**config.mk**
```make
export PLATFORM = sky130hd
export DESIGN_NAME = sbox_round_ctrl
export DESIGN_NICKNAME = d
export VERILOG_FILES = /design/src/rtl/sbox_round_ctrl.sv
export SDC_FILE = /design/constraint.sdc
export NUM_CORES = 1
export LEC_CHECK = 0
export ABC_AREA = 1
export BUFFER_PORTS_ARGS = -buffer_cell sky130_fd_sc_hd__buf_2
export CAP_MARGIN = 20
export CORE_AREA = 2 2 96 98
export CTS_BUF_LIST = sky130_fd_sc_hd__clkbuf_4 sky130_fd_sc_hd__clkbuf_8 sky130_fd_sc_hd__clkbuf_16
export CTS_CLUSTER_DIAMETER = 50
export DETAILED_ROUTE_END_ITERATION = 6
export DIE_AREA = 0 0 98 100
export GPL_ROUTABILITY_DRIVEN = 0
export MAX_ROUTING_LAYER = met4
export SYNTH_ARGS = -nofsm -noshare
export SYNTH_HDL_FRONTEND = slang
export SYNTH_SLANG_ARGS = --single-unit
```
**constraint.sdc**
```tcl
create_clock -name clk -period 2 [get_ports clk]
set_input_delay 0.2 -clock clk [delete_from_list [all_inputs] [get_ports clk]]
set_output_delay 0.2 -clock clk [all_outputs]
set_load 0.02 [all_outputs]
```
**src/rtl/sbox_round_ctrl.sv**
```systemverilog
// Sequencer that streams a word through an external 4-bit S-box one nibble per clock,
// for ROUNDS rounds, rotating the word left by one nibble between rounds.
module sbox_round_ctrl #(
   parameter int unsigned NIBBLES = 4,
   parameter int unsigned ROUNDS  = 2
) (
   input  logic                   clk,
   input  logic                   rst,
   input  logic                   start_i,
   input  logic [4*NIBBLES-1:0]   din_i,
   output logic                   busy_o,
   output logic                   done_o,
   output logic [4*NIBBLES-1:0]   dout_o,
   output logic [3:0]             sbox_x_o,
   input  logic [3:0]             sbox_y_i
);

   localparam int unsigned W     = 4 * NIBBLES;
   localparam int unsigned NIB_W = (NIBBLES > 1) ? $clog2(NIBBLES) : 1;
   localparam int unsigned RND_W = (ROUNDS > 1) ? $clog2(ROUNDS) : 1;
   localparam logic [NIB_W-1:0] LAST_NIB = NIB_W'(NIBBLES - 1);
   localparam logic [RND_W-1:0] LAST_RND = RND_W'(ROUNDS - 1);

   typedef enum logic [1:0] {
      ST_IDLE = 2'd0,
      ST_SUB  = 2'd1,
      ST_MIX  = 2'd2,
      ST_DONE = 2'd3
   } state_e;

   state_e           state_q, state_d;
   logic [W-1:0]     work_q, work_d;
   logic [W-1:0]     dout_q, dout_d;
   logic [NIB_W-1:0] nib_q, nib_d;
   logic [RND_W-1:0] rnd_q, rnd_d;
   logic [3:0]       sbox_x_q, sbox_x_d;
   logic             busy_q, busy_d;
   logic             done_q, done_d;
   logic [W-1:0]     rot_c;

   // Rotate left by one nibble; degenerates to identity for a single nibble.
   always_comb begin
      rot_c = '0;
      for (int unsigned i = 0; i < NIBBLES; i++) begin
         rot_c[4*((i+1) % NIBBLES) +: 4] = work_q[4*i +: 4];
      end
   end

   always_comb begin
      state_d = state_q;
      work_d  = work_q;
      dout_d  = dout_q;
      nib_d   = nib_q;
      rnd_d   = rnd_q;

      case (state_q)
         ST_IDLE: begin
            if (start_i) begin
               work_d  = din_i;
               nib_d   = '0;
               rnd_d   = '0;
               state_d = ST_SUB;
            end
         end
         ST_SUB: begin
            work_d[{nib_q, 2'b00} +: 4] = sbox_y_i;
            if (nib_q != LAST_NIB) begin
               nib_d = NIB_W'(nib_q + 1'b1);
            end else if (rnd_q != LAST_RND) begin
               nib_d   = '0;
               state_d = ST_MIX;
            end else begin
               dout_d  = work_d;
               state_d = ST_DONE;
            end
         end
         ST_MIX: begin
            work_d  = rot_c;
            rnd_d   = RND_W'(rnd_q + 1'b1);
            state_d = ST_SUB;
         end
         ST_DONE: begin
            state_d = ST_IDLE;
         end
         default: begin
            state_d = ST_IDLE;
         end
      endcase

      // Outputs are precomputed from the next state so they leave the block registered.
      busy_d   = (state_d != ST_IDLE);
      done_d   = (state_d == ST_DONE);
      sbox_x_d = (state_d == ST_SUB) ? work_d[{nib_d, 2'b00} +: 4] : 4'h0;
   end

   always_ff @(posedge clk or posedge rst) begin
      if (rst) begin
         state_q  <= ST_IDLE;
         work_q   <= '0;
         dout_q   <= '0;
         nib_q    <= '0;
         rnd_q    <= '0;
         sbox_x_q <= '0;
         busy_q   <= 1'b0;
         done_q   <= 1'b0;
      end else begin
         state_q  <= state_d;
         work_q   <= work_d;
         dout_q   <= dout_d;
         nib_q    <= nib_d;
         rnd_q    <= rnd_d;
         sbox_x_q <= sbox_x_d;
         busy_q   <= busy_d;
         done_q   <= done_d;
      end
   end

   assign busy_o   = busy_q;
   assign done_o   = done_q;
   assign dout_o   = dout_q;
   assign sbox_x_o = sbox_x_q;

endmodule

```
==> impl_metrics.py <==
metrics = {
    "outcome": {
        "run_status": "finished clean",
    },
    "yosys": {
        "ys_seq_area_share_pct": 38.9,
        "synth_nets": 442,
        "syn-instance-count": 413,
        "synthesis.area_sq_um": 2760,
        "syn-mean-instance-area_sq_um": 6.69,
        "yosys_warnings": 0,
        "flop_and_latch_count_out_of_synthesis": 43,
        "synth-edff-count": 0,
        "synth.lib_cells_used.distinct": 31,
        "synth-main-ff-cell": "dfrtp_1",
        "async_flop_share_pct": 100,
    },
    "cts": {
        "cts_tree": "yes",
        "clock_latency_ps": 300,
        "cts_buffers": 5,
        "cts_sinks": 43,
        "cts_htree_levels": 2,
        "cts.path.max_buffers": 2,
        "cts.clk_slew.worst_paths_ps": 80,
        "postCtsSetupRepairBufs": 0,
        "root_buffer": "clkbuf_8",
    },
    "sta": {
        "final_min_period_over_clock_period_pct": 95.9,
        "maxSlewHeadroom_pct": 46.1,
        "finalHoldViolations": 0,
        "slew_violations": 0,
        "timing.clock.skew_ps": 6.23,
        "worstMarginPinSlew_ps": 803,
        "timing.final.crit_period_ps": 1920,
        "max_freq_mhz": 521,
        "grt_setup_unrepaired": "true",
        "fin_ws_ps": 82.3,
        "finish_stage_setup_viols": 0,
        "whs_ps": 242,
    },
    "critical_path": {
        "criticalPathCategory": "flip-flop to flip-flop",
        "worst_ep_required_time_ps": 2220,
        "critical_path.endpoint_type": "flip-flop",
        "timing.critical_path.arrival_ps": 2140,
        "cp_max_fo": 4,
        "worst_setup_path_start_kind": "flip-flop",
    },
    "floorplanning": {
        "boundaryPins": 45,
        "core_area_sq_um": 8890,
        "die_boundary_width_microns": 98,
        "die_height_microns": 100,
        "initial_utilization_pct": 31.1,
        "design.die.area_sq_um": 9800,
        "rows": 35,
    },
    "route": {
        "wl_per_cell_microns": 14.0,
        "drt_iter0_drc": 263,
        "total_wirelength_mm": 8.03,
        "route.antenna.remaining_nets": 0,
        "route.detailed.vias_per_inst": 4.72,
        "num_vias": 2711,
        "drc_errors": 0,
        "dr.pass1.iters": 5,
    },
    "placement": {
        "post-dp-hpwl_mm": 6.08,
        "detailedPlace.worstSlack_ps": 109,
        "io_buffer_count": 44,
    },
    "grt": {
        "grt_antenna_before_repair": 0,
        "grt_util_met1_pct": 25.4,
        "grtUsageMet2_pct": 24.4,
        "global_route_wire_length_before_repair_mm": 13.0,
        "grt_busiest_layer": "met1",
        "grtUsageTotal_pct": 17.1,
        "groute.layer.met3.usage_pct": 2.92,
        "grt_pass1_vias": 2501,
        "grt_overflow_total": 0,
        "grt_start_max_net_pins": 24,
    },
    "cells_and_area": {
        "layout_common_cells": "nand2_1 (172), inv_1 (52), buf_2 (44), dfrtp_1 (43), nand3_1 (29)",
        "flow.area_growth_from_synthesis_pct": 19.1,
        "layout_commonest_cell": "nand2_1",
        "antenna_cells": 0,
        "final_core_util_pct": 37.0,
        "finalNetCount": 492,
        "post_route_cells_drive_above_1_share_pct": 19.7,
    },
    "power": {
        "worst_ir_drop_vdd_mv": 0.536,
        "power.leakage_nw": 1.83,
        "power_density_nw_per_um2": 1710,
    },
    "hold_path": {
        "hp-class": "primary input to flip-flop",
    },
    "job": {
        "timing.max_cap.violations": 0,
    },
}
-- area by class of cell --
type	count	area (sq um)
clock buffers	6	76.3
clock inverters	1	30.0
fillers	978	5600
inverters	60	230
multi-input cells	298	1420
flip-flops and latches	43	1080
well taps	111	139
repair buffers	55	318
-- report_power, final --
group | switching (mW) | internal, mW | total (mW)
clock network | 0.306 | 0.380 | 0.686
registers | 0.264 | 1.27 | 1.53
logic | 2.30 | 1.12 | 3.42
total | 2.87 | 2.77 | 5.64
-- through the flow --
step	setup TNS [ps]	std cells	instance area, sq um	power [mW]
floorplan	0	413	2760	3.89
global placement	0	566	3140	4.80
detailed placement	0	566	3140	4.82
CTS	0	574	3250	5.53
global route	-89.5	574	3290	6.14
finish	0	574	3290	5.64
-- flip-flops by register name (all words and copies together) (netlist names) --
register  flops
dout_o       16
work_q       16
sbox_x_o      4
nib_q         2
state_q       2
busy_o        1
done_o        1
rnd_q         1
-- cells in the mapped netlist (2+ instances only) --
cell	instances	area (sq um)
a21boi_0	3	22.5
a21oi_1	18	90.1
a31oi_1	6	37.5
buf_2	4	20.0
buf_4	2	15.0
buf_6	2	22.5
clkbuf_1	4	15.0
dfrtp_1	43	1080
ha_1	6	75.1
inv_1	54	203
inv_2	4	15.0
inv_4	2	12.5
nand2_1	172	646
nand2_2	4	25.0
nand3_1	29	145
nand3_2	2	20.0
nor2_1	28	105
nor2_4	2	22.5
o21ai_0	14	70.1
o22ai_1	3	18.8
-- final timing paths --
| path | from | to | depth (start not counted) | slack (ps) |
|---|---|---|---|---|
| max in group asynchronous | rst | state_q[0]$_DFF_PP0_ | 4 | 980 |
| max reg2reg | nib_q[0]$_DFF_PP0_ | sbox_x_o[3]$_DFF_PP0_ | 12 | 80 |
| max | nib_q[0]$_DFF_PP0_ | sbox_x_o[3]$_DFF_PP0_ | 12 | 80 |
| min | sbox_y_i[1] | dout_o[9]$_DFFE_PP0P_ | 3 | 240 |
| min reg2reg | dout_o[12]$_DFFE_PP0P_ | dout_o[12]$_DFFE_PP0P_ | 2 | 480 |
| min in group asynchronous | rst | dout_o[10]$_DFFE_PP0P_ | 3 | 490 |
-- metal layers --
| metal | vias up | part of all wire [%] |
|---|---|---|
| met3 | 11 | 8.8 |
| met4 | 0 | 1.1 |
| li1 | 1372 | - |
| met1 | 1207 | 48 |
| met5 | - | 0 |
| met2 | 121 | 42 |
-- repair_timing --
item / CTS / global route
hold endpoints to repair: 20 / 0
resized for setup: 0 / 14
hold buffers: 1 / 0
endpoints found under the setup margin: 0 / 4
-- cell families after synthesis --
| family | synth area share, % |
|---|---|
| AO/OA/AOI/OAI | 10.8 |
| AND/OR/NAND/NOR | 36.6 |
| flip-flops | 38.9 |
| buffers and inverters | 11.0 |
| adder cells (fa/ha/maj) | 2.72 |
-- worst max-delay path, stage by stage, from the launching register on --
cell and delay (ps):
dfrtp_1 400, inv_1 80, buf_4 160, ha_1 240, inv_1 100, nand2_1 90, o21ai_1 170, nand3_1 120
nand2_1 80, nand2_1 80, nand2_1 80, nand3_1 80, a21oi_1 150
No activity file was read; power rests on OpenSTA's default activity.
